$ cat src/rtl/sha256_msg_padder.sv
// FIPS 180-4 message padder: packs 32-bit big-endian words into 512-bit blocks, appends 0x80 + bit length.
// Optional build macro SHA256_MSG_PADDER_ERR_EN adds a sticky err_o for illegal msg_bytes_i values.
module sha256_msg_padder (
    input  logic         clk_i,
    input  logic         rst_ni,
    input  logic         clear_i,
    input  logic [31:0]  msg_data_i,
    input  logic [2:0]   msg_bytes_i,
    input  logic         msg_last_i,
    input  logic         msg_valid_i,
    output logic         msg_ready_o,
    output logic [511:0] block_o,
    output logic         block_last_o,
    output logic         block_valid_o,
    input  logic         block_ready_i,
    output logic         busy_o
`ifdef SHA256_MSG_PADDER_ERR_EN
    ,
    output logic         err_o
`endif
);

    localparam int unsigned BlockWidth = 512;
    localparam int unsigned WordSize   = 32;
    localparam int unsigned LenWidth   = 64;

    localparam logic [0:0] StFill = 1'b0;
    localparam logic [0:0] StEmit = 1'b1;

    logic [0:0]            state_q, state_d;
    logic [3:0]            widx_q, widx_d;
    logic [LenWidth-1:0]   len_q, len_d;
    logic [BlockWidth-1:0] block_q, block_d;
    logic                  last_q, last_d;
    logic                  valid_q, valid_d;
    logic                  ready_q, ready_d;
    logic                  busy_q, busy_d;
    logic                  tail_len_q, tail_len_d;
    logic                  tail_pad_q, tail_pad_d;

    logic [2:0]            nbytes_c;
    logic [WordSize-1:0]   mask_c;
    logic [WordSize-1:0]   word_c;
    logic [6:0]            off_c;
    logic [LenWidth-1:0]   len_add_c;
    logic [8:0]            word_base_c;
    logic [8:0]            byte_base_c;
    logic [BlockWidth-1:0] fill_c;
    logic                  accept_c;

    assign accept_c = msg_valid_i & ready_q;

    // Effective byte count: illegal codes count as a full word; 0 only for an empty message.
    always_comb begin
        nbytes_c = msg_bytes_i;
        if (msg_bytes_i > 3'd4) begin
            nbytes_c = 3'd4;
        end else if (msg_bytes_i == 3'd0 && !(msg_last_i && widx_q == 4'd0)) begin
            nbytes_c = 3'd4;
        end
    end

    always_comb begin
        case (nbytes_c)
            3'd1:    mask_c = 32'hFF00_0000;
            3'd2:    mask_c = 32'hFFFF_0000;
            3'd3:    mask_c = 32'hFFFF_FF00;
            3'd4:    mask_c = 32'hFFFF_FFFF;
            default: mask_c = 32'h0000_0000;
        endcase
    end

    assign word_c      = msg_data_i & mask_c;
    assign off_c       = 7'({widx_q, 2'b00}) + 7'(nbytes_c);
    assign len_add_c   = len_q + LenWidth'({nbytes_c, 3'b000});
    assign word_base_c = 9'd511 - {widx_q, 5'b00000};
    assign byte_base_c = 9'd511 - {off_c[5:0], 3'b000};

    // Current block with the incoming word merged, plus padding when it closes the message.
    always_comb begin
        fill_c = block_q;
        fill_c[word_base_c -: WordSize] = word_c;
        if (msg_last_i) begin
            if (off_c < 7'd64) begin
                fill_c[byte_base_c -: 8] = 8'h80;
            end
            if (off_c <= 7'd55) begin
                fill_c[LenWidth-1:0] = len_add_c;
            end
        end
    end

    always_comb begin
        state_d    = state_q;
        widx_d     = widx_q;
        len_d      = len_q;
        block_d    = block_q;
        last_d     = last_q;
        valid_d    = valid_q;
        ready_d    = ready_q;
        busy_d     = busy_q;
        tail_len_d = tail_len_q;
        tail_pad_d = tail_pad_q;
        if (clear_i) begin
            state_d    = StFill;
            widx_d     = '0;
            len_d      = '0;
            block_d    = '0;
            last_d     = 1'b0;
            valid_d    = 1'b0;
            ready_d    = 1'b1;
            busy_d     = 1'b0;
            tail_len_d = 1'b0;
            tail_pad_d = 1'b0;
        end else begin
            case (state_q)
                StFill: begin
                    if (accept_c) begin
                        block_d = fill_c;
                        len_d   = len_add_c;
                        widx_d  = widx_q + 4'd1;
                        busy_d  = 1'b1;
                        if (msg_last_i) begin
                            state_d    = StEmit;
                            valid_d    = 1'b1;
                            ready_d    = 1'b0;
                            last_d     = (off_c <= 7'd55);
                            tail_len_d = (off_c > 7'd55) && (off_c < 7'd64);
                            tail_pad_d = (off_c == 7'd64);
                        end else if (widx_q == 4'd15) begin
                            state_d = StEmit;
                            valid_d = 1'b1;
                            ready_d = 1'b0;
                            last_d  = 1'b0;
                        end
                    end
                end
                default: begin
                    if (valid_q && block_ready_i) begin
                        if (tail_len_q || tail_pad_q) begin
                            // Extra block: optional leading 0x80, then only the bit length.
                            block_d                       = '0;
                            block_d[511:480]              = tail_pad_q ? 32'h8000_0000 : 32'h0;
                            block_d[LenWidth-1:0]         = len_q;
                            last_d                        = 1'b1;
                            tail_len_d                    = 1'b0;
                            tail_pad_d                    = 1'b0;
                        end else begin
                            state_d = StFill;
                            widx_d  = '0;
                            block_d = '0;
                            valid_d = 1'b0;
                            ready_d = 1'b1;
                            last_d  = 1'b0;
                            if (last_q) begin
                                len_d  = '0;
                                busy_d = 1'b0;
                            end
                        end
                    end
                end
            endcase
        end
    end

    always_ff @(posedge clk_i or negedge rst_ni) begin
        if (!rst_ni) begin
            state_q    <= StFill;
            widx_q     <= '0;
            len_q      <= '0;
            block_q    <= '0;
            last_q     <= 1'b0;
            valid_q    <= 1'b0;
            ready_q    <= 1'b1;
            busy_q     <= 1'b0;
            tail_len_q <= 1'b0;
            tail_pad_q <= 1'b0;
        end else begin
            state_q    <= state_d;
            widx_q     <= widx_d;
            len_q      <= len_d;
            block_q    <= block_d;
            last_q     <= last_d;
            valid_q    <= valid_d;
            ready_q    <= ready_d;
            busy_q     <= busy_d;
            tail_len_q <= tail_len_d;
            tail_pad_q <= tail_pad_d;
        end
    end

`ifdef SHA256_MSG_PADDER_ERR_EN
    logic bad_c;
    logic err_q;

    assign bad_c = (msg_bytes_i > 3'd4) ||
                   (msg_bytes_i == 3'd0 && !(msg_last_i && widx_q == 4'd0));

    // Sticky illegal-length flag, cleared only by clear_i or reset.
    always_ff @(posedge clk_i or negedge rst_ni) begin
        if (!rst_ni) begin
            err_q <= 1'b0;
        end else if (clear_i) begin
            err_q <= 1'b0;
        end else if (state_q == StFill && accept_c && bad_c) begin
            err_q <= 1'b1;
        end
    end

    assign err_o = err_q;
`endif

    assign msg_ready_o   = ready_q;
    assign block_o       = block_q;
    assign block_last_o  = last_q;
    assign block_valid_o = valid_q;
    assign busy_o        = busy_q;

endmodule

$ cat config.mk
export PLATFORM = sky130hd
export DESIGN_NAME = sha256_msg_padder
export DESIGN_NICKNAME = d
export VERILOG_FILES = /design/src/rtl/sha256_msg_padder.sv
export SDC_FILE = /design/constraint.sdc
export NUM_CORES = 1
export LEC_CHECK = 0
export CAP_MARGIN = 30
export CORE_MARGIN = 1.5
export CORE_UTILIZATION = 57
export DETAILED_ROUTE_END_ITERATION = 8
export GPL_TIMING_DRIVEN = 1
export HOLD_SLACK_MARGIN = 0.02
export PLACE_DENSITY = 0.87
export SYNTH_ARGS = -nofsm -noshare
export SYNTH_HDL_FRONTEND = slang
export SYNTH_SLANG_ARGS = --single-unit
$ cat constraint.sdc
create_clock -name clk_i -period 7.8 [get_ports clk_i]
set_clock_uncertainty 0.1 [all_clocks]
set_input_delay 2.34 -clock clk_i [delete_from_list [all_inputs] [get_ports clk_i]]
set_output_delay 2.34 -clock clk_i [all_outputs]
set_load 0.005 [all_outputs]
Yosys cells after proc, flatten, opt, wreduce, memory -nomap -nowiden
Cells that the tools add are included.
{"block": "word_totals", "elab_cells": 121, "in_bits": 41, "regBits": 587, "out_inout_bits": 516}
{"block": "classes", "muxes": 67, "order_cmp": 4, "reduce_logical": 17, "n_addsub": 7, "bitwise_logic": 2, "eq_ne": 10, "shift": 4}
{"operator": "512-bit 2-to-1 mux", "n": 7}
{"operator": "512-bit bitwise mux", "n": 2}
{"operator": "32-bit by 11-bit variable shift with 543-bit output, first input constant", "n": 1}
{"operator": "32-bit by 11-bit indexed part select with 543-bit output", "n": 1}
{"operator": "8-bit by 11-bit variable shift with 519-bit output, first input constant", "n": 1}
{"operator": "8-bit by 11-bit indexed part select with 519-bit output, first input constant", "n": 1}
{"operator": "64-bit 2-to-1 mux", "n": 7}
{"operator": "32-bit one-hot mux with 4 select lines", "n": 1}
{"operator": "64-bit by 6-bit adder with 64-bit output", "n": 1}
{"operator": "1-bit 2-to-1 mux", "n": 42}
{"operator": "32-bit AND", "n": 1}
{"operator": "32-bit 2-to-1 mux", "n": 1}
{"operator": "9-bit negator with 11-bit output", "n": 2}
{"operator": "4-bit 2-to-1 mux", "n": 5}
{"operator": "9-bit subtractor, first input constant", "n": 2}
{"operator": "4-bit AND reduction", "n": 3}
{"operator": "3-bit by 2-bit inequality test with 1-bit output, second input constant", "n": 3}
{"operator": "6-bit by 3-bit adder with 7-bit output", "n": 1}
{"operator": "7-bit == test, second input constant", "n": 1}
{"operator": "7-bit by 6-bit > comparator with 1-bit output, second input constant", "n": 1}
{"operator": "7-bit by 6-bit <= comparator with 1-bit output, second input constant", "n": 1}
{"operator": "7-bit less-than comparator, second input constant", "n": 1}
{"operator": "3-bit by 2-bit == test with 1-bit output, second input constant", "n": 2}
{"operator": "3-bit 2-to-1 mux", "n": 2}
{"operator": "16 further kinds", "n": 21}

Longest topological paths before layout
Gate-level depths: netlist (run 1).
{"block": "logic_depth", "ltp_word": 18, "depth_mapped": 19}

Worst setup path after synthesis (run 1)
Ideal clock, no wire load.
{"block": "synth_timing", "path_type": "input-to-reg", "start": "input msg_last_i", "end": "register block_q[17], in the netlist block_o[17]", "arrival_ps": 5419, "cell_stages": 14, "slack_ps": 2155, "path_cell_list": "buf_2 nand4bb_1 a21oi_1 inv_1 ha_1 ha_1 clkbuf_1 inv_1 or2_2 and2_1 buf_2 o21ai_0 a21oi_1 a221o_1"}
{"block": "synth_between", "elab_chain_cells": 17, "word_cells_on_any_way": 28, "classes_between": "add/sub: 4; order compare: 2; eq/ne: 4; shift: 3; mux: 11; bitwise: 1; reduce/logical: 3"}
{"item": "from (decl)", "line": "9", "text": "input logic msg_last_i,"}
{"item": "branches (longest 13 deep; another with 9-bit negator with 11-bit output)"}
{"item": "512-bit 2-to-1 mux (*)", "line": "83", "text": "if (msg_last_i) begin"}
{"item": "512-bit 2-to-1 mux (*)", "line": "118", "text": "if (accept_c) begin"}
{"item": "512-bit 2-to-1 mux (*)", "line": "116", "text": "case (state_q)"}
{"item": "512-bit 2-to-1 mux (*)", "line": "104", "text": "if (clear_i) begin"}
{"item": "to (signal assigned)", "line": "182", "text": "block_q <= block_d;"}
{"item": "to (decl)", "line": "33", "text": "logic [BlockWidth-1:0] block_q, block_d;"}
Mark *: on every way between the ends. The select of a mux whose other input is x is not followed.
A chain may end at the register's enable or synchronous reset.

Worst setup path in the final report (run 1)
{"block": "layout_timing", "start": "input msg_bytes_i[0]", "end": "register block_q[283], in the netlist block_o[283]"}
{"block": "layout_between", "elab_chain_cells": 15, "word_cells_on_any_way": 25, "classes_between": "add/sub: 3; order compare: 2; eq/ne: 4; shift: 3; mux: 10; bitwise: 1; reduce/logical: 2"}
{"item": "from (decl)", "line": "8", "text": "input logic [2:0] msg_bytes_i,"}
{"item": "branches (longest 3 deep; another with 3-bit > comparator)"}
{"item": "3-bit 2-to-1 mux (*)", "line": "56", "text": "if (msg_bytes_i > 3'd4) begin"}
{"item": "branches (longest 7 deep; another with 9-bit negator with 11-bit output)"}
{"item": "512-bit 2-to-1 mux (*)", "line": "83"}
{"item": "512-bit 2-to-1 mux (*)", "line": "118"}
{"item": "512-bit 2-to-1 mux (*)", "line": "116"}
{"item": "512-bit 2-to-1 mux (*)", "line": "104"}
Marks and branches as above.

==> results of run 1 <==
==> layer usage <==
metal  vias up  GRT usage  routed length [µm]  part of all wire
li1      12287          -                   -                 -
met1     14596      0.633               44900              0.35
met2      2799      0.705               54200              0.42
met3       613      0.189               20200              0.16
met4         2      0.292                9240             0.072
met5         -          0                  13           0.00010
==> cell families (layout without fill, tap and decap cells) <==
kind of cell | after synthesis | count (layout) | share of synthesized area
multiplexers | 6 | 6 | 0.00211
buffers and inverters | 265 | 772 | 0.0369
XOR/XNOR | 40 | 40 | 0.0123
AO/OA/AOI/OAI | 1024 | 1024 | 0.233
AND/OR/NAND/NOR | 1184 | 1184 | 0.196
adder cells (fa/ha/maj) | 11 | 11 | 0.00511
flip-flops | 584 | 584 | 0.514
other | 0 | 3 | 0
==> worst max-delay path, delay by kind of cell <==
kind / cells / cell delay (ns)
and+or+nand+nor: 4 / 1.15
adders and majority gates: 2 / 0.77
buffers and inverters: 2 / 1.03
AOI/OAI and AO/OA: 4 / 1.86
==> how the worst max path moves through the flow <==
stage	to	start	slack, ns
CTS	block_o[283]	msg_bytes_i[0]	1.36
global placement	block_o[281]	msg_bytes_i[0]	0.94
floorplan	block_o[17]	msg_last_i	2.16
finish	block_o[283]	msg_bytes_i[0]	1.14
detailed placement	block_o[283]	msg_bytes_i[0]	0.68
global route	block_o[285]	msg_bytes_i[0]	0.91
==> power by group <==
group          internal (mW)  switching [mW]  total (mW)
combinational          0.295           0.785        1.08
sequential              3.08          0.0577        3.14
clock                   1.68            1.31        2.99
==> registers in the layout, indices dropped and copies added (netlist names) <==
signal and count:
tail_len_q 1, tail_pad_q 1, widx_q 4, state_q 1, msg_ready_o 1, block_last_o 1, busy_o 1, len_q 61
block_valid_o 1, block_o 512
==> metrics by stage <==
stage	instances	utilization
finish	4288	0.751
global placement	4160	0.703
detailed placement	4173	0.707
CTS	4279	0.748
global route	4286	0.751
floorplan	3114	-
==> synth_stat cells, types with 17 or more instances <==
master	number
a21oi_1	291
a221o_1	20
a22o_1	109
a31oi_1	35
a32o_1	63
and2_1	26
and3_1	45
buf_1	17
buf_2	24
clkbuf_1	198
dfrtp_1	583
inv_1	21
nand2_1	516
nand3_1	274
nand4_1	25
nor2_1	153
nor3_1	34
nor4_1	18
o21ai_0	267
o21ai_1	32
o22ai_1	31
o2bb2ai_1	28
o31ai_1	35
or3_1	19
xnor2_1	19
xor2_1	21
==> layout make-up <==
type	count	area share
clock inverter	35	0.0119
clock buffer	71	0.0426
timing repair buffer	645	0.175
inverter	21	0.00214
tap	664	0.0226
antenna	3	0.000204
sequential	584	0.397
multi-input combinational	2265	0.348
==> flow_metrics.env, run 1 <==
export IMPL_status="finished clean"
export IMPL_power_density_nw_per_um2=196
export IMPL_criticalPathCategory="input pin to flip-flop"
export IMPL_async_reset_ff_frac=1.00
export IMPL_multi_input_area_um2=12800
export IMPL_reg2reg_slack_ns=1.99
export IMPL_worst_setup_path_start_kind="input pin"
export IMPL_r2r_end="block_o[283]"
export IMPL_ff_latch_area_um2=14600
export IMPL_grt_pass1_vias=28617
export IMPL_yosysUniqueCellTypes=83
export IMPL_cp_slowest_cell="clkdlybuf4s50_1"
export IMPL_first_iter_violations=4844
export IMPL_finalPower_mw=7.21
export IMPL_hold_viol_final=0
export IMPL_ys_seq_area_frac=0.514
export IMPL_drtPass1Iterations=9
export IMPL_cts_root_buf="clkbuf_16"
export IMPL_max_vdd_ir_drop_mv=0.181
export IMPL_dieArea_um2=51200
export IMPL_cts_resized=0
export IMPL_clkTransAtPathRegs_ns=0.06
export IMPL_tightest_slew_ns=1.17
export IMPL_drtAntennaViolNets=0
export IMPL_min_period_ns=6.66
export IMPL_die_h_um=226
export IMPL_avgViaCountPerCell=7.07
export IMPL_syn_area_um2=28400
export IMPL_avgRoutedWirePerCell_um=30.0
export IMPL_ys_warn_count=0
export IMPL_dpl_hpwl_mm=90.1
export IMPL_ys_seq_elements=584
export IMPL_rsz0062_at_grt="false"
export IMPL_cts_hold_buf=0
export IMPL_p_leak_nw=15.3
export IMPL_start_util=0.579
export IMPL_clock_fmax_mhz=150
export IMPL_crit_path_end_kind="flip-flop"
export IMPL_clock_sinks=584
export IMPL_synthesis_instances=3114
export IMPL_syn_nets=3166
export IMPL_gp_congestion=0.976
export IMPL_final_cell_area_um2=36800
export IMPL_final_nets=3627
export IMPL_arrival_ns=7.16
export IMPL_dp_slack_ns=0.682
export IMPL_track_usage=0.492
export IMPL_layout_setup_ws_ns=1.14
export IMPL_ctsLongestPathBuffers=3
export IMPL_final_common_cell="dfrtp_1"
export IMPL_grt_antenna_before_repair=5
export IMPL_crit_chain="clkdlybuf4s50_1 -> nor2_1 -> a21oi_1 -> inv_1 -> ha_1 -> ha_1 -> nor3b_1 -> a31oi_1 -> nand2b_1 -> nor2_1 -> o21ai_0 -> a32o_1"
export IMPL_relSlewSlack=0.220
export IMPL_placed_area_um2=34700
export IMPL_ioPinCount=557
export IMPL_cp_max_fo=17
export IMPL_coreArea_um2=49100
export IMPL_cap_violations=0
export IMPL_die_x_um=226
export IMPL_whs_endpoint="block_o[304]"
export IMPL_cts_tree="built"
export IMPL_num_vias=30297
export IMPL_cts_setup_buffers=0
export IMPL_ff2ff_path_depth=14
export IMPL_cts_buffers=58
export IMPL_drive_above_1_share=0.0652
export IMPL_hp_class="flip-flop to flip-flop"
export IMPL_h_tree_depth=2
export IMPL_drv_slew=0
export IMPL_hold_depth=2
export IMPL_min_delay_start="block_o[304]"
export IMPL_ys_flop_type="dfrtp_1"
export IMPL_io_buffer_count=556
export IMPL_grt_max_degree=188
export IMPL_synth_largest_area_cell="dfrtp_1"
export IMPL_finalSetupViolCount=0
export IMPL_n_fill_cell=3427
export IMPL_fp_row_count=81
export IMPL_drt_wl_total_mm=129
export IMPL_hold_worst_slack_ns=0.382
export IMPL_synth_edf_count=0
export IMPL_post_synth_cell_area_avg_um2=9.13
export IMPL_r2r_start="widx_q[1]"
export IMPL_clock_latency_ns=0.66
export IMPL_period_share=0.854
export IMPL_cp_required_ns=8.29
export IMPL_cpPeakStageDelay_ns=0.80
export IMPL_mostFrequentLayoutCells="dfrtp_1, clkdlybuf4s50_1, nand2_1"
export IMPL_drc=0
export IMPL_synth_top_area_share=0.513
export IMPL_fin_tns_setup_ns=0
export IMPL_yosys_top_cells_area="dfrtp_1, nand2_1, a21oi_1"
export IMPL_grt_pass1_wl_mm=186
export IMPL_overflow=0
export IMPL_areaGrowthSynthToFinish_pct=29.6
Note: power is estimated with default switching activity, not from simulation.
==> run 2: changes to the inputs <==
--- a/config.mk
+++ b/config.mk
@@ -7,11 +7,11 @@
 export LEC_CHECK = 0
 export CAP_MARGIN = 30
 export CORE_MARGIN = 1.5
-export CORE_UTILIZATION = 57
+export CORE_UTILIZATION = 54
 export DETAILED_ROUTE_END_ITERATION = 8
 export GPL_TIMING_DRIVEN = 1
 export HOLD_SLACK_MARGIN = 0.02
-export PLACE_DENSITY = 0.87
+export PLACE_DENSITY = 0.83
 export SYNTH_ARGS = -nofsm -noshare
 export SYNTH_HDL_FRONTEND = slang
 export SYNTH_SLANG_ARGS = --single-unit
==> flow_metrics.env, run 2 (synthesis results as in run 1) <==
export IMPL_status="finished clean"
export IMPL_rsz0062_at_grt="false"
export IMPL_crit_chain="clkdlybuf4s50_1 -> nor2_1 -> a21oi_1 -> inv_1 -> ha_1 -> ha_1 -> nor3b_1 -> a31oi_1 -> nand2b_1 -> nor2_1 -> o21ai_0 -> a22o_1"
export IMPL_hold_depth=2
export IMPL_relSlewSlack=0.200
export IMPL_arrival_ns=7.15
export IMPL_cpPeakStageDelay_ns=0.74
export IMPL_drv_slew=0
export IMPL_start_util=0.551
export IMPL_grt_antenna_before_repair=4
export IMPL_min_delay_start="block_o[448]"
export IMPL_clock_fmax_mhz=150
export IMPL_tightest_slew_ns=1.20
export IMPL_crit_path_end_kind="flip-flop"
export IMPL_first_iter_violations=4689
export IMPL_die_x_um=232
export IMPL_final_common_cell="dfrtp_1"
export IMPL_mostFrequentLayoutCells="dfrtp_1, clkdlybuf4s50_1, nand2_1"
export IMPL_dpl_hpwl_mm=90.7
export IMPL_cts_resized=0
export IMPL_finalSetupViolCount=0
export IMPL_cap_violations=0
export IMPL_clock_latency_ns=0.67
export IMPL_max_vdd_ir_drop_mv=0.197
export IMPL_layout_cells_non_filler=4315
export IMPL_ioPinCount=557
export IMPL_clkTransAtPathRegs_ns=0.06
export IMPL_met3_usage=0.170
export IMPL_r2r_end="block_o[261]"
export IMPL_r2r_start="widx_q[0]"
export IMPL_worst_setup_path_start_kind="input pin"
export IMPL_cts_hold_buf=0
export IMPL_ff2ff_path_depth=14
export IMPL_criticalPathCategory="input pin to flip-flop"
export IMPL_hold_viol_final=0
export IMPL_gp_congestion=0.973
export IMPL_ctsLongestPathBuffers=3
export IMPL_avgViaCountPerCell=6.97
export IMPL_fin_tns_setup_ns=0
export IMPL_cp_num_buf_inv=2
export IMPL_areaGrowthSynthToFinish_pct=29.7
export IMPL_fp_row_count=83
export IMPL_avgRoutedWirePerCell_um=29.6
export IMPL_drive_above_1_share=0.0645
export IMPL_drc=0
export IMPL_met2_usage=0.681
export IMPL_period_share=0.856
export IMPL_cp_max_fo=15
export IMPL_cp_required_ns=8.27
export IMPL_io_buffer_count=556
export IMPL_min_period_ns=6.68
export IMPL_cts_root_buf="clkbuf_16"
export IMPL_cts_setup_buffers=0
export IMPL_largest_register_ffs=512
export IMPL_track_usage=0.463
export IMPL_p_leak_nw=15.3
export IMPL_grt_max_degree=193
export IMPL_die_h_um=232
export IMPL_power_density_nw_per_um2=194
export IMPL_drt_wl_total_mm=128
export IMPL_crit_family="compound AO/OA/AOI/OAI gates"
export IMPL_hp_class="flip-flop to flip-flop"
export IMPL_overflow=0
export IMPL_num_vias=30073
export IMPL_grtUsageMet1=0.605
export IMPL_grt_pass1_wl_mm=186
export IMPL_reg2reg_slack_ns=1.83
export IMPL_grt_pass1_vias=28173
export IMPL_drtPass1Iterations=6
export IMPL_cp_slowest_cell="clkdlybuf4s50_1"
export IMPL_clock_sinks=584
export IMPL_h_tree_depth=2
export IMPL_coreArea_um2=51600
export IMPL_whs_endpoint="block_o[448]"
export IMPL_cts_tree="built"
export IMPL_drtAntennaViolNets=0
export IMPL_final_nets=3637
export IMPL_dieArea_um2=54000
export IMPL_busiest_layer="met2"
export IMPL_cts_buffers=59
export IMPL_placed_cells=4199
==> run 2: cell types whose count changed in the layout (fill, tap and decap cells not counted), sizes merged <==
cell,previous run,this run
bufinv,7,5
buf,89,99
clkbuf,72,85
clkinvlp,7,1
diode,3,6
clkinv,21,14
==> run 2: metal layers <==
metal / part of all wire / up-vias / wire [µm]
li1: - / 12298 / -
met1: 0.35 / 14610 / 45300
met2: 0.43 / 2656 / 54900
met3: 0.16 / 505 / 19800
met4: 0.060 / 4 / 7710
met5: 0.00020 / - / 25
==> run 2: how the worst max path moves through the flow <==
stage	startpoint	to	cells after the start
after floorplan	msg_last_i	block_o[17]	14
after global placement	msg_bytes_i[1]	block_o[262]	12
after detailed placement	msg_bytes_i[1]	block_o[261]	12
after CTS	msg_bytes_i[1]	block_o[261]	12
after global routing	msg_bytes_i[1]	block_o[259]	12
final	msg_bytes_i[1]	block_o[261]	12
==> run 2: metrics by stage <==
stage / hold WS (ns) / cell area [µm²] / power (mW) / util / setup slack [ns]
finish: 0.381 / 36900 / 7.14 / 0.714 / 1.12
global route: 0.398 / 36900 / 7.30 / 0.714 / 0.910
CTS: 0.382 / 36800 / 7.07 / 0.713 / 1.28
detailed placement: 0.369 / 34800 / 4.22 / 0.675 / 0.608
global placement: 0.360 / 34600 / 4.17 / 0.670 / 0.756
floorplan: 0.371 / 28400 / 3.67 / - / 2.16
==> run 2: layout make-up <==
type                       instances  area, µm²
clock buffer                      85       1690
multi-input combinational       2265      12800
sequential                       584      14600
fill                            3797      14700
antenna                            6       15.0
clock inverter                    20        268
tap                              680        851
timing repair buffer             654       6520
inverter                          21       78.8
==> run 2: power breakdown <==
part	switching [mW]	internal (mW)	total, mW
registers	0.0579	3.08	3.14
clock network	1.25	1.66	2.91
logic	0.788	0.298	1.09
total	2.10	5.04	7.14
==> run 2: tightest hold or removal path, stage by stage, from the launching register on <==
cell and delay, ns:
dfrtp_1 0.34, nand2_1 0.05, o21ai_0 0.06
